## src/rtl/mod_index_counter.sv

```systemverilog
// Bank of independent modular index counters sharing one programmable modulus.
// Each channel loads, advances or retreats by a shared step and flags modulus crossings.
module mod_index_counter #(
    parameter int unsigned NUM_CHANNEL      = 3,
    parameter int unsigned DATA_INDEX_WIDTH = 32,
    parameter int unsigned BIT_ON_TAILS     = 7,
    parameter int unsigned STEP_WIDTH       = 4
) (
    input  logic                                   clk_i,
    input  logic                                   rst_ni,
    input  logic [BIT_ON_TAILS:0]                  mod_len_i,
    input  logic                                   mod_len_load_i,
    input  logic [NUM_CHANNEL-1:0]                 inc_i,
    input  logic [NUM_CHANNEL-1:0]                 dec_i,
    input  logic [STEP_WIDTH-1:0]                  step_i,
    input  logic [NUM_CHANNEL-1:0]                 load_i,
    input  logic [DATA_INDEX_WIDTH-1:0]            load_value_i,
    output logic [NUM_CHANNEL*DATA_INDEX_WIDTH-1:0] index_o,
    output logic [NUM_CHANNEL-1:0]                 wrap_o,
    output logic [NUM_CHANNEL-1:0]                 step_err_o,
    output logic                                   cfg_err_o,
    output logic [BIT_ON_TAILS:0]                  act_len_o
);

    localparam int unsigned DW = DATA_INDEX_WIDTH;
    localparam int unsigned IW = BIT_ON_TAILS;
    localparam int unsigned LW = BIT_ON_TAILS + 1;
    localparam int unsigned SW = BIT_ON_TAILS + 2;
    localparam int unsigned CW = (STEP_WIDTH > LW) ? STEP_WIDTH : LW;
    localparam int unsigned VW = (DW > LW) ? DW : LW;
    localparam logic [LW-1:0] LEN_MAX = LW'(2 ** BIT_ON_TAILS);

    typedef enum logic [2:0] {
        OP_HOLD,
        OP_LOAD,
        OP_REJECT,
        OP_INC,
        OP_DEC
    } op_e;

    logic [LW-1:0] act_len_q, act_len_d;
    logic          cfg_err_q, cfg_err_d;

    logic          cfg_apply;
    logic          cfg_bad;
    logic          step_zero;
    logic          step_bad;
    logic [SW-1:0] step_s;
    logic [SW-1:0] len_s;
    logic [IW-1:0] load_idx;

    // A legal modulus request resets the whole bank; an illegal one only raises the sticky flag.
    assign cfg_apply = mod_len_load_i && (mod_len_i != '0) && (mod_len_i <= LEN_MAX);
    assign cfg_bad   = mod_len_load_i && !cfg_apply;

    assign step_zero = (step_i == '0);
    assign step_bad  = (CW'(step_i) >= CW'(act_len_q));
    assign step_s    = SW'(step_i);
    assign len_s     = SW'(act_len_q);
    assign load_idx  = (VW'(load_value_i) < VW'(act_len_q)) ? IW'(load_value_i) : '0;

    always_comb begin
        act_len_d = act_len_q;
        cfg_err_d = cfg_err_q | cfg_bad;
        if (cfg_apply) begin
            act_len_d = mod_len_i;
        end
    end

    always_ff @(posedge clk_i) begin
        if (!rst_ni) begin
            act_len_q <= LEN_MAX;
            cfg_err_q <= 1'b0;
        end else begin
            act_len_q <= act_len_d;
            cfg_err_q <= cfg_err_d;
        end
    end

    assign act_len_o = act_len_q;
    assign cfg_err_o = cfg_err_q;

    for (genvar c = 0; c < NUM_CHANNEL; c++) begin : g_ch
        logic [IW-1:0] idx_q, idx_d;
        logic          wrap_q, wrap_d;
        logic          serr_q, serr_d;
        logic [SW-1:0] idx_s;
        logic [SW-1:0] inc_sum;
        logic [SW-1:0] dec_wrap_sum;
        logic          inc_over;
        logic          dec_under;
        op_e           op;

        // Sums are one bit wider than the modulus so idx+step never overflows.
        assign idx_s        = SW'(idx_q);
        assign inc_sum      = idx_s + step_s;
        assign inc_over     = (inc_sum >= len_s);
        assign dec_under    = (idx_s < step_s);
        assign dec_wrap_sum = idx_s + len_s - step_s;

        // Channel request priority: load, then inc+dec cancel, then inc, then dec.
        always_comb begin
            op = OP_HOLD;
            if (load_i[c]) begin
                op = OP_LOAD;
            end else if (inc_i[c] && dec_i[c]) begin
                op = OP_HOLD;
            end else if (inc_i[c] || dec_i[c]) begin
                if (step_zero) begin
                    op = OP_HOLD;
                end else if (step_bad) begin
                    op = OP_REJECT;
                end else if (inc_i[c]) begin
                    op = OP_INC;
                end else begin
                    op = OP_DEC;
                end
            end
        end

        always_comb begin
            idx_d  = idx_q;
            wrap_d = 1'b0;
            serr_d = 1'b0;
            if (cfg_apply) begin
                idx_d = '0;
            end else begin
                case (op)
                    OP_LOAD: begin
                        idx_d = load_idx;
                    end
                    OP_REJECT: begin
                        serr_d = 1'b1;
                    end
                    OP_INC: begin
                        idx_d  = inc_over ? IW'(inc_sum - len_s) : IW'(inc_sum);
                        wrap_d = inc_over;
                    end
                    OP_DEC: begin
                        idx_d  = dec_under ? IW'(dec_wrap_sum) : IW'(idx_s - step_s);
                        wrap_d = dec_under;
                    end
                    default: begin
                        idx_d = idx_q;
                    end
                endcase
            end
        end

        always_ff @(posedge clk_i) begin
            if (!rst_ni) begin
                idx_q  <= '0;
                wrap_q <= 1'b0;
                serr_q <= 1'b0;
            end else begin
                idx_q  <= idx_d;
                wrap_q <= wrap_d;
                serr_q <= serr_d;
            end
        end

        assign index_o[c*DW +: DW] = DW'(idx_q);
        assign wrap_o[c]           = wrap_q;
        assign step_err_o[c]       = serr_q;
    end

endmodule

```

## config.mk

```make
export PLATFORM = sky130hd
export DESIGN_NAME = mod_index_counter
export DESIGN_NICKNAME = d
export VERILOG_FILES = /design/src/rtl/mod_index_counter.sv
export SDC_FILE = /design/constraint.sdc
export NUM_CORES = 1
export LEC_CHECK = 0
export CORE_MARGIN = 2
export CORE_UTILIZATION = 51
export CTS_CLUSTER_SIZE = 25
export DETAILED_ROUTE_END_ITERATION = 16
export GPL_ROUTABILITY_DRIVEN = 0
export PLACE_DENSITY = 0.89
export SYNTH_ARGS = -nofsm -noshare
export SYNTH_HDL_FRONTEND = slang
export SYNTH_SLANG_ARGS = --single-unit
```

## constraint.sdc

```tcl
create_clock -name clk_i -period 3.75 [get_ports clk_i]
set_clock_uncertainty 0.05 [all_clocks]
set_input_delay 0.375 -clock clk_i [delete_from_list [all_inputs] [get_ports clk_i]]
set_output_delay 0.375 -clock clk_i [all_outputs]
set_load 0.01 [all_outputs]
```

### Word level (Yosys, flattened, before mapping)

Cells that the tools add are included.

* add/subtract/negate cells: 15
* order comparisons: 9
* equal/unequal tests: 12
* multiplexer cells: 34
* bitwise gates (word level): 2
* reduce and logical (&&, ||, !) cells: 16

Operators by type and width (number)
* $pmux 7 s3: 3
* $mux 3: 18
* $mux 7: 7
* $sub 7x4->7: 6
* $lt 32x8->1: 1
* $add 7x4->8: 3
* $ge 8x8->1: 3
* $add 7x7->7: 3
* $lt 7x4->1: 3
* $sub 7x7->7: 3
* $eq 3x2->1 const B: 6
* $eq 3x1->1 const B: 3
* $eq 3x3->1 const B: 3
* $reduce_bool 3->1: 3
* $ge 4x8->1: 1
* $le 8x8->1 const B: 1
* $reduce_bool 8->1: 1
* $logic_and 1x1->1: 6
* $pmux 1 s2: 3
* $logic_not 4->1: 1
* $logic_or 1x1->1: 3
* $mux 1: 3
* $reduce_or 2->1: 1
* $logic_not 1->1: 1
* other kinds (2): 2

* flip-flop bits (word level): 36
* bits of input ports: 56
* output and inout port bits: 111
* logic and storage cells: 99

### Depth between registers and ports, before layout

Gate-level depths: netlist of the first run.

* depth after elaboration: 8
* depth in mapped cells: 15
* gate-level depth less buffers: 15

### Least setup slack after synthesis of the first run

Ideal clock, no wire load.

* path kind: input to register
* from: in step_i[1]
* to: reg g_ch[0].idx_q[0]
* library setup time: 0.120 ns
* data arrival time: 3.170 ns
* required time: 3.580 ns
* slack: 0.410 ns
* stages on the path: 11
* path buffers: 1
* path through: inv_1 fa_1 fa_1 nand2b_1 a21oi_1 a2111oi_0 o31ai_1 buf_2 mux2i_1 o211ai_1 o31a_1

* longest elaborated chain between the ends: 8
* elaborated cells on any way between the ends: 17
* classes of those cells: add/sub (1); order compare (3); eq/ne (3); mux (8); reduce/logical (2)

RTL lines
* start: declaration: RTL line 15 `input logic [STEP_WIDTH-1:0] step_i,`
* $ge 4x8->1: RTL line 57 `assign step_bad = (CW'(step_i) >= CW'(act_len_q));`
* $mux 3: RTL line 111 `end else if (step_bad) begin`
* $mux 3: RTL line 109 `if (step_zero) begin`
* $mux 3: RTL line 108 `end else if (inc_i[c] || dec_i[c]) begin`
* $mux 3: RTL line 106 `end else if (inc_i[c] && dec_i[c]) begin`
* $mux 3: RTL line 104 `if (load_i[c]) begin`
* $eq 3x3->1 (tied with other cells): RTL line 128 `case (op)`
* $pmux 7 s3 / $reduce_bool 3->1 (equally long branches)
* end signal: assignment: RTL line 156 `idx_q <= idx_d;`
* end: declaration: RTL line 84 `logic [IW-1:0] idx_q, idx_d;`

Parallel ways exist; a longest one is shown, timed or not.
A chain may end at the register's enable or synchronous reset.

### Worst setup path after layout of the first run

* from: in step_i[0]
* to: reg g_ch[1].idx_q[3]

* longest elaborated chain between the ends: 8
* elaborated cells on any way between the ends: 20
* classes of those cells: add/sub (4); order compare (3); eq/ne (3); mux (8); reduce/logical (2)

RTL lines (RTL line)
* $ge 4x8->1: 57
* $mux 3: 111
* $mux 3: 109
* $mux 3: 108
* $mux 3: 106
* $mux 3: 104
* $eq 3x3->1 (tied with other cells): 128
* $pmux 7 s3 / $reduce_bool 3->1 (equally long branches)
* end signal: assignment: 156
* end: declaration: 84

Parallel ways exist; a longest one is shown, timed or not.

==> impl_metrics.json, run 1 <==
{
  "core.rowCount": 41,
  "run_status": "finished, final reports clean",
  "final_min_period_over_clock_period": 0.966,
  "root_cell_of_the_clock_tree": "sky130_fd_sc_hd__clkbuf_16",
  "area_of_the_die_sq_um": 13800,
  "grt_pass1_vias": 6481,
  "period_minus_slack_ns": 3.62,
  "final.setup.tns_ns": 0,
  "post_route_cell_area_sq_um": 8060,
  "timing.critical_path.mode_cell": "sky130_fd_sc_hd__ha_1",
  "clock.fmax_mhz": 276,
  "mostFrequentLayoutCell": "sky130_fd_sc_hd__clkdlybuf4s50_1",
  "floorplan.io_pins": 167,
  "first_pass_grt_wire_length_mm": 32.7,
  "layout-drive-gt1-share": 0.123,
  "finalCoreUtilization": 0.641,
  "synth.cell_area_sq_um": 6560,
  "drc_errors": 0,
  "post_dp_cell_area_sq_um": 7820,
  "startpoint_type": "primary input",
  "maxSlewViolCount": 0,
  "timing.critical_path.to_type": "flip-flop",
  "timing.critical_path.fanout_max": 4,
  "worstPathRequired_ns": 3.85,
  "routed_wire_length_per_instance_um": 18.1,
  "design.final.nets": 1150,
  "io_buffers": 91,
  "worstMarginPinSlew_ns": 0.636,
  "syn_area_per_cell_sq_um": 7.80,
  "async_reset_ff_frac": 0,
  "detail_route.vias_per_cell": 5.85,
  "wl_met2_mm": 9.49,
  "hpwl_mm": 16.5,
  "top_layer_used": "met4",
  "final_report_hold_violation_count": 0,
  "cts_max_path_buffers": 2,
  "grt_start_max_net_pins": 17,
  "relSlewSlack": 0.575,
  "timing.setup.critical_path_class": "primary input to flip-flop",
  "worstPathCellList": "clkdlybuf4s50_1 -> buf_4 -> ha_1 -> inv_1 -> fa_1 -> o21bai_1 -> a21oi_1 -> nor3_2 -> xor2_1 -> ha_1 -> o211ai_1 -> nor2_1 -> o21ai_1 -> nand2_1 -> mux2_2 -> a221oi_2 -> a211oi_1",
  "number_of_flops_mapped_to_enable_cells_by_yosys": 0,
  "synthDistinctLibCells": 70,
  "fp.dieW_um": 117,
  "layout_common_cells": "sky130_fd_sc_hd__clkdlybuf4s50_1 (91), sky130_fd_sc_hd__ha_1 (86), sky130_fd_sc_hd__inv_1 (80)",
  "synthesized_instance_count": 841,
  "path_clk_slew_ns": 0.07,
  "cts_buffers": 5,
  "synth_seq_area_share": 0.110,
  "grt_overflow": 0,
  "cts_hold_buf": 0,
  "worstHoldPathType": "flip-flop to flip-flop",
  "floorplan.initialDensity": 0.522,
  "ir_drop_mv": 0.211,
  "setup_violations": 0,
  "antenna_violations_before_repair": 0,
  "power_density_nw_per_um2": 305,
  "wl_met3_mm": 2.60,
  "crit_slowest_cell": "sky130_fd_sc_hd__clkdlybuf4s50_1",
  "clkLatencyLatePin_ns": 0.30,
  "drt_first_pass_iters": 6,
  "drt_iter0_markers": 688,
  "clock_sink_count": 36,
  "timing.max_cap.violations": 0,
  "grtUsageTotal": 0.293,
  "area_growth_pct": 22.9,
  "antennaDiodeCount": 0,
  "timing.critical_path.slowest_cell_delay_ns": 0.52,
  "p_leak_nw": 3.57,
  "most_used_flip_flop_cell_after_synthesis": "sky130_fd_sc_hd__dfxtp_1",
  "htree_levels": 2,
  "route.antenna.remaining_nets": 0,
  "vias": 6782,
  "yosys_warnings": 0,
  "core_area_sq_um": 12600,
  "height_of_the_chip_um": 117,
  "synth_seq_cells": 36,
  "m1WireLength_mm": 7.88,
  "worstPathArrival_ns": 3.73,
  "cts_tree": "done",
  "routed_wirelength_mm": 21.0
}
timing repair:
item | in CTS | in global routing
gates resized for setup | 0 | 16
buffers inserted | 0 | 1
setup endpoints to repair | 0 | 18
cells in the mapped netlist, types with 15 or more instances:
cell                        n  share of area
sky130_fd_sc_hd__nor2b_1   26          0.025
sky130_fd_sc_hd__ha_1      87           0.17
sky130_fd_sc_hd__xnor2_1   33          0.044
sky130_fd_sc_hd__nand3_1   15          0.011
sky130_fd_sc_hd__nand2_1   38          0.022
sky130_fd_sc_hd__a21oi_1   52          0.040
sky130_fd_sc_hd__dfxtp_1   36           0.11
sky130_fd_sc_hd__nor2_1    54          0.031
sky130_fd_sc_hd__nor3_1    23          0.018
sky130_fd_sc_hd__fa_1      21          0.064
sky130_fd_sc_hd__inv_1     81          0.046
sky130_fd_sc_hd__clkbuf_1  17         0.0097
sky130_fd_sc_hd__buf_4     81          0.093
sky130_fd_sc_hd__o21ai_0   46          0.035
flip-flops by register name, indices dropped and copies added (netlist names):
name / count
g_ch.idx_q: 21
cfg_err_o: 1
act_len_o: 8
g_ch.serr_q: 3
g_ch.wrap_q: 3
path summary, 6_finish.rpt:
path	slack, ns	start	cells past startpoint	to
worst max register to register	0.28	g_ch[0].idx_q[1]$_SDFFE_PP0P_	14	g_ch[0].idx_q[3]$_SDFFE_PP0P_
worst max-delay path	0.13	step_i[0]	17	g_ch[1].idx_q[3]$_SDFFE_PP0P_
worst min register to register	0.42	cfg_err_o$_SDFF_PN0_	1	cfg_err_o$_SDFF_PN0_
worst min-delay path	0.42	cfg_err_o$_SDFF_PN0_	1	cfg_err_o$_SDFF_PN0_
logic make-up (layout without fill, tap and decap cells):
family | after synthesis | after routing | synth area share
AOI/OAI and AO/OA | 225 | 225 | 0.230
and+or+nand+nor | 224 | 224 | 0.186
buffers and inverters | 183 | 255 | 0.153
adders and majority gates | 108 | 108 | 0.230
xor gates and xnor gates | 45 | 45 | 0.0601
DFF | 36 | 36 | 0.110
muxes | 19 | 19 | 0.0303
other | 1 | 75 | 0.000572
metal layers:
| layer | track usage | vias up |
|---|---|---|
| met5 | 0 | - |
| met4 | 0.124 | 0 |
| met3 | 0.0812 | 104 |
| met2 | 0.482 | 492 |
| met1 | 0.359 | 3054 |
| li1 | - | 3132 |
report_power, final:
group | internal [W] | switching, W | total (W)
Clock | 0.000317 | 0.000199 | 0.000516
Combinational | 0.000681 | 0.000811 | 0.00149
Sequential | 0.000407 | 0.0000423 | 0.000449
Total | 0.00140 | 0.00105 | 0.00246
worst max-delay path, delay by kind of cell:
kind | cells | cell delay, ns
adder cells (fa/ha/maj) | 3 | 0.89
AO/OA/AOI/OAI | 6 | 0.85
XOR/XNOR | 1 | 0.11
buffers and inverters | 3 | 0.75
multiplexers | 1 | 0.34
AND/OR/NAND/NOR | 3 | 0.42
stage by stage:
step | instances | hold slack, ns | power [W] | worst slack, ns
floorplan | 915 | 0.459 | 0.00143 | 0.410
global placement | 1150 | 0.403 | 0.00183 | -0.0734
finish | 1159 | 0.421 | 0.00246 | 0.128
CTS | 1158 | 0.426 | 0.00239 | 0.0343
global route | 1159 | 0.444 | 0.00260 | -0.121
detailed placement | 1150 | 0.411 | 0.00188 | -0.256
area by class of cell:
class,instances,area (sq um)
multi-input cells,696,5170
fillers,1003,4510
repair buffers,166,1470
flip-flops and latches,36,721
inverters,81,304
well taps,172,215
clock buffers,5,125
clock inverters,3,46.3
Power figures use the tool's default switching activity.
==> run 2: changes to the inputs <==
--- a/config.mk
+++ b/config.mk
@@ -9,7 +9,7 @@
 export CORE_UTILIZATION = 51
 export CTS_CLUSTER_SIZE = 25
 export DETAILED_ROUTE_END_ITERATION = 16
-export GPL_ROUTABILITY_DRIVEN = 0
+export GPL_ROUTABILITY_DRIVEN = 1
 export PLACE_DENSITY = 0.89
 export SYNTH_ARGS = -nofsm -noshare
 export SYNTH_HDL_FRONTEND = slang
==> run 2 against run 1 <==
First-iteration DRC count down 14%. Sequential power about the same. Core utilization is 0.46 points lower. Clock power barely moved. Hold slack better by 0.0043 ns. Fmax hardly changed. Largest power group unchanged. Highest routed layer unchanged.
==> impl_metrics.json, run 2 (synthesis results as in run 1) <==
{
  "cts_buffers": 5,
  "final_min_period_over_clock_period": 0.966,
  "cell_internal_power_w": 0.00140,
  "worstPathRequired_ns": 3.86,
  "whs_ns": 0.425,
  "core.rowCount": 41,
  "path_clk_slew_ns": 0.06,
  "route.antenna.remaining_nets": 0,
  "grt_start_max_net_pins": 17,
  "area_growth_pct": 22.0,
  "first_pass_grt_wire_length_mm": 31.7,
  "cts_max_path_buffers": 2,
  "largest-register": "g_ch.idx_q",
  "cts_hold_buf": 0,
  "holdCritStartpoint": "cfg_err_o$_SDFF_PN0_",
  "grtUsageTotal": 0.282,
  "power.net_switching_w": 0.00103,
  "timing.reg2reg.setup_slack_ns": 0.36,
  "p_leak_nw": 3.56,
  "cts_tree": "done",
  "whs_path_depth": 1,
  "clock.fmax_mhz": 276,
  "reg2reg_depth": 14,
  "worstPathCellList": "clkdlybuf4s50_1 -> inv_1 -> buf_4 -> fa_1 -> o21bai_1 -> a21oi_1 -> nor3_1 -> xor2_1 -> ha_1 -> o211ai_1 -> nor2_1 -> o21ai_1 -> nand2_1 -> mux2_2 -> a221oi_1 -> a211oi_1",
  "antenna_violations_before_repair": 0,
  "mostFrequentLayoutCell": "sky130_fd_sc_hd__clkdlybuf4s50_1",
  "routed_wirelength_mm": 20.2,
  "worst_r2r_endpoint": "g_ch[0].idx_q[3]$_SDFFE_PP0P_",
  "height_of_the_chip_um": 117,
  "root_cell_of_the_clock_tree": "sky130_fd_sc_hd__clkbuf_16",
  "grt_pass1_vias": 6338,
  "crit_slowest_cell": "sky130_fd_sc_hd__clkdlybuf4s50_1",
  "worstMarginPinSlew_ns": 0.702,
  "largest_register_ff_count": 21,
  "io_buffers": 91,
  "timing.critical_path.slowest_cell_delay_ns": 0.48,
  "vias": 6707,
  "layout_common_cells": "sky130_fd_sc_hd__clkdlybuf4s50_1 (90), sky130_fd_sc_hd__ha_1 (86), sky130_fd_sc_hd__inv_1 (81)",
  "startpoint_type": "primary input",
  "period_minus_slack_ns": 3.62,
  "place.gp.congestion": 1.01,
  "clock_sink_count": 36,
  "fp.dieW_um": 117,
  "maxSlewViolCount": 0,
  "drt_first_pass_iters": 5,
  "pwr-share-clk": 0.213,
  "clkLatencyLatePin_ns": 0.30,
  "htree_levels": 2,
  "r2r_start": "g_ch[0].idx_q[1]$_SDFFE_PP0P_",
  "routed_wire_length_per_instance_um": 17.5,
  "ir_drop_mv": 0.164,
  "floorplan.io_pins": 167,
  "area_of_the_die_sq_um": 13800,
  "power_density_nw_per_um2": 303,
  "hold-path-endpoint": "cfg_err_o$_SDFF_PN0_",
  "timing.critical_path.to_type": "flip-flop",
  "core_area_sq_um": 12600,
  "worstPathArrival_ns": 3.74,
  "setup_violations": 0,
  "drc_errors": 0,
  "grt_setup_unrepaired": "false",
  "relSlewSlack": 0.531,
  "finalPower_w": 0.00242,
  "detail_route.vias_per_cell": 5.80,
  "design.final.nets": 1148,
  "grt_overflow": 0,
  "layout-drive-gt1-share": 0.111,
  "drt_iter0_markers": 591,
  "power_frac_seq": 0.186,
  "switching_share": 0.424,
  "gate_power_share": 0.601,
  "hpwl_mm": 16.2,
  "run_status": "finished, final reports clean",
  "timing.critical_path.fanout_max": 6,
  "timing.max_cap.violations": 0,
  "worstHoldPathType": "flip-flop to flip-flop",
  "floorplan.initialDensity": 0.522,
  "antennaDiodeCount": 0,
  "timing.setup.critical_path_class": "primary input to flip-flop",
  "final_report_hold_violation_count": 0
}
==> run 2: cell types whose count changed in the layout (fill, tap and decap cells not counted), moves of 2 or more <==
cell,delta
sky130_fd_sc_hd__nor3_2,-4
sky130_fd_sc_hd__a221oi_2,-2
sky130_fd_sc_hd__buf_4,-2
sky130_fd_sc_hd__a221oi_1,+2
sky130_fd_sc_hd__a21oi_1,+2
sky130_fd_sc_hd__nor3_1,+4
sky130_fd_sc_hd__a21oi_2,-2
==> run 2: timing repair <==
| action | 4_1_cts | 5_1_grt |
|---|---|---|
| resized for setup | 0 | 6 |
| setup endpoints to repair | 0 | 15 |
| endpoints found under the hold margin | 0 | 0 |
| setup buffers | 0 | 2 |
==> run 2: layout make-up <==
cell class	instances	area (sq um)
tap	172	215
multi-input combinational	696	5130
clock inverter	3	46.3
sequential	36	721
inverter	81	304
timing repair buffer	164	1460
fill	1081	4570
clock buffer	5	125
==> run 2: worst max-delay path: cells and delay by family <==
| kind | cells | cell delay, ns |
|---|---|---|
| buf+inv | 3 | 0.83 |
| xor+xnor | 1 | 0.23 |
| simple gates | 3 | 0.38 |
| fa+ha+maj | 2 | 0.75 |
| mux | 1 | 0.30 |
| compound gates | 6 | 0.88 |
==> run 2: through the flow <==
stage	utilization	setup TNS, ns	setup slack (ns)	std cells	instance area [sq um]
after floorplan	-	0	0.410	915	6840
after global placement	0.620	-1.11	-0.229	1147	7800
final	0.637	0	0.127	1157	8000
after detailed placement	0.620	-1.41	-0.221	1147	7800
after CTS	0.634	0	0.0454	1155	7970
after global routing	0.637	0	0.00275	1157	8000
==> run 2: power groups by stage <==
stage	Clock (W)	Combinational [W]	Sequential, W
finish	0.000515	0.00146	0.000452
global route	0.000525	0.00160	0.000455
detailed placement	0	0.00141	0.000458
CTS	0.000510	0.00143	0.000450
global placement	0	0.00138	0.000458
floorplan	0	0.000981	0.000449
==> run 2: worst max path at each step <==
stage               from                             to
2_1_floorplan  step_i[1]  g_ch[0].idx_q[0]$_SDFFE_PP0P_
3_3_place_gp   step_i[1]  g_ch[0].idx_q[0]$_SDFFE_PP0P_
3_5_place_dp   step_i[1]  g_ch[0].idx_q[3]$_SDFFE_PP0P_
4_1_cts        step_i[1]  g_ch[0].idx_q[3]$_SDFFE_PP0P_
5_1_grt        step_i[1]  g_ch[0].idx_q[3]$_SDFFE_PP0P_
6_report       step_i[1]  g_ch[1].idx_q[3]$_SDFFE_PP0P_
==> run 2: routing by layer <==
metal,GRT usage,wire length [um],vias up
met3,0.0623,2230,71
met1,0.354,7900,3083
li1,-,-,3131
met5,0,0,-
met2,0.462,9150,422
met4,0.130,915,0
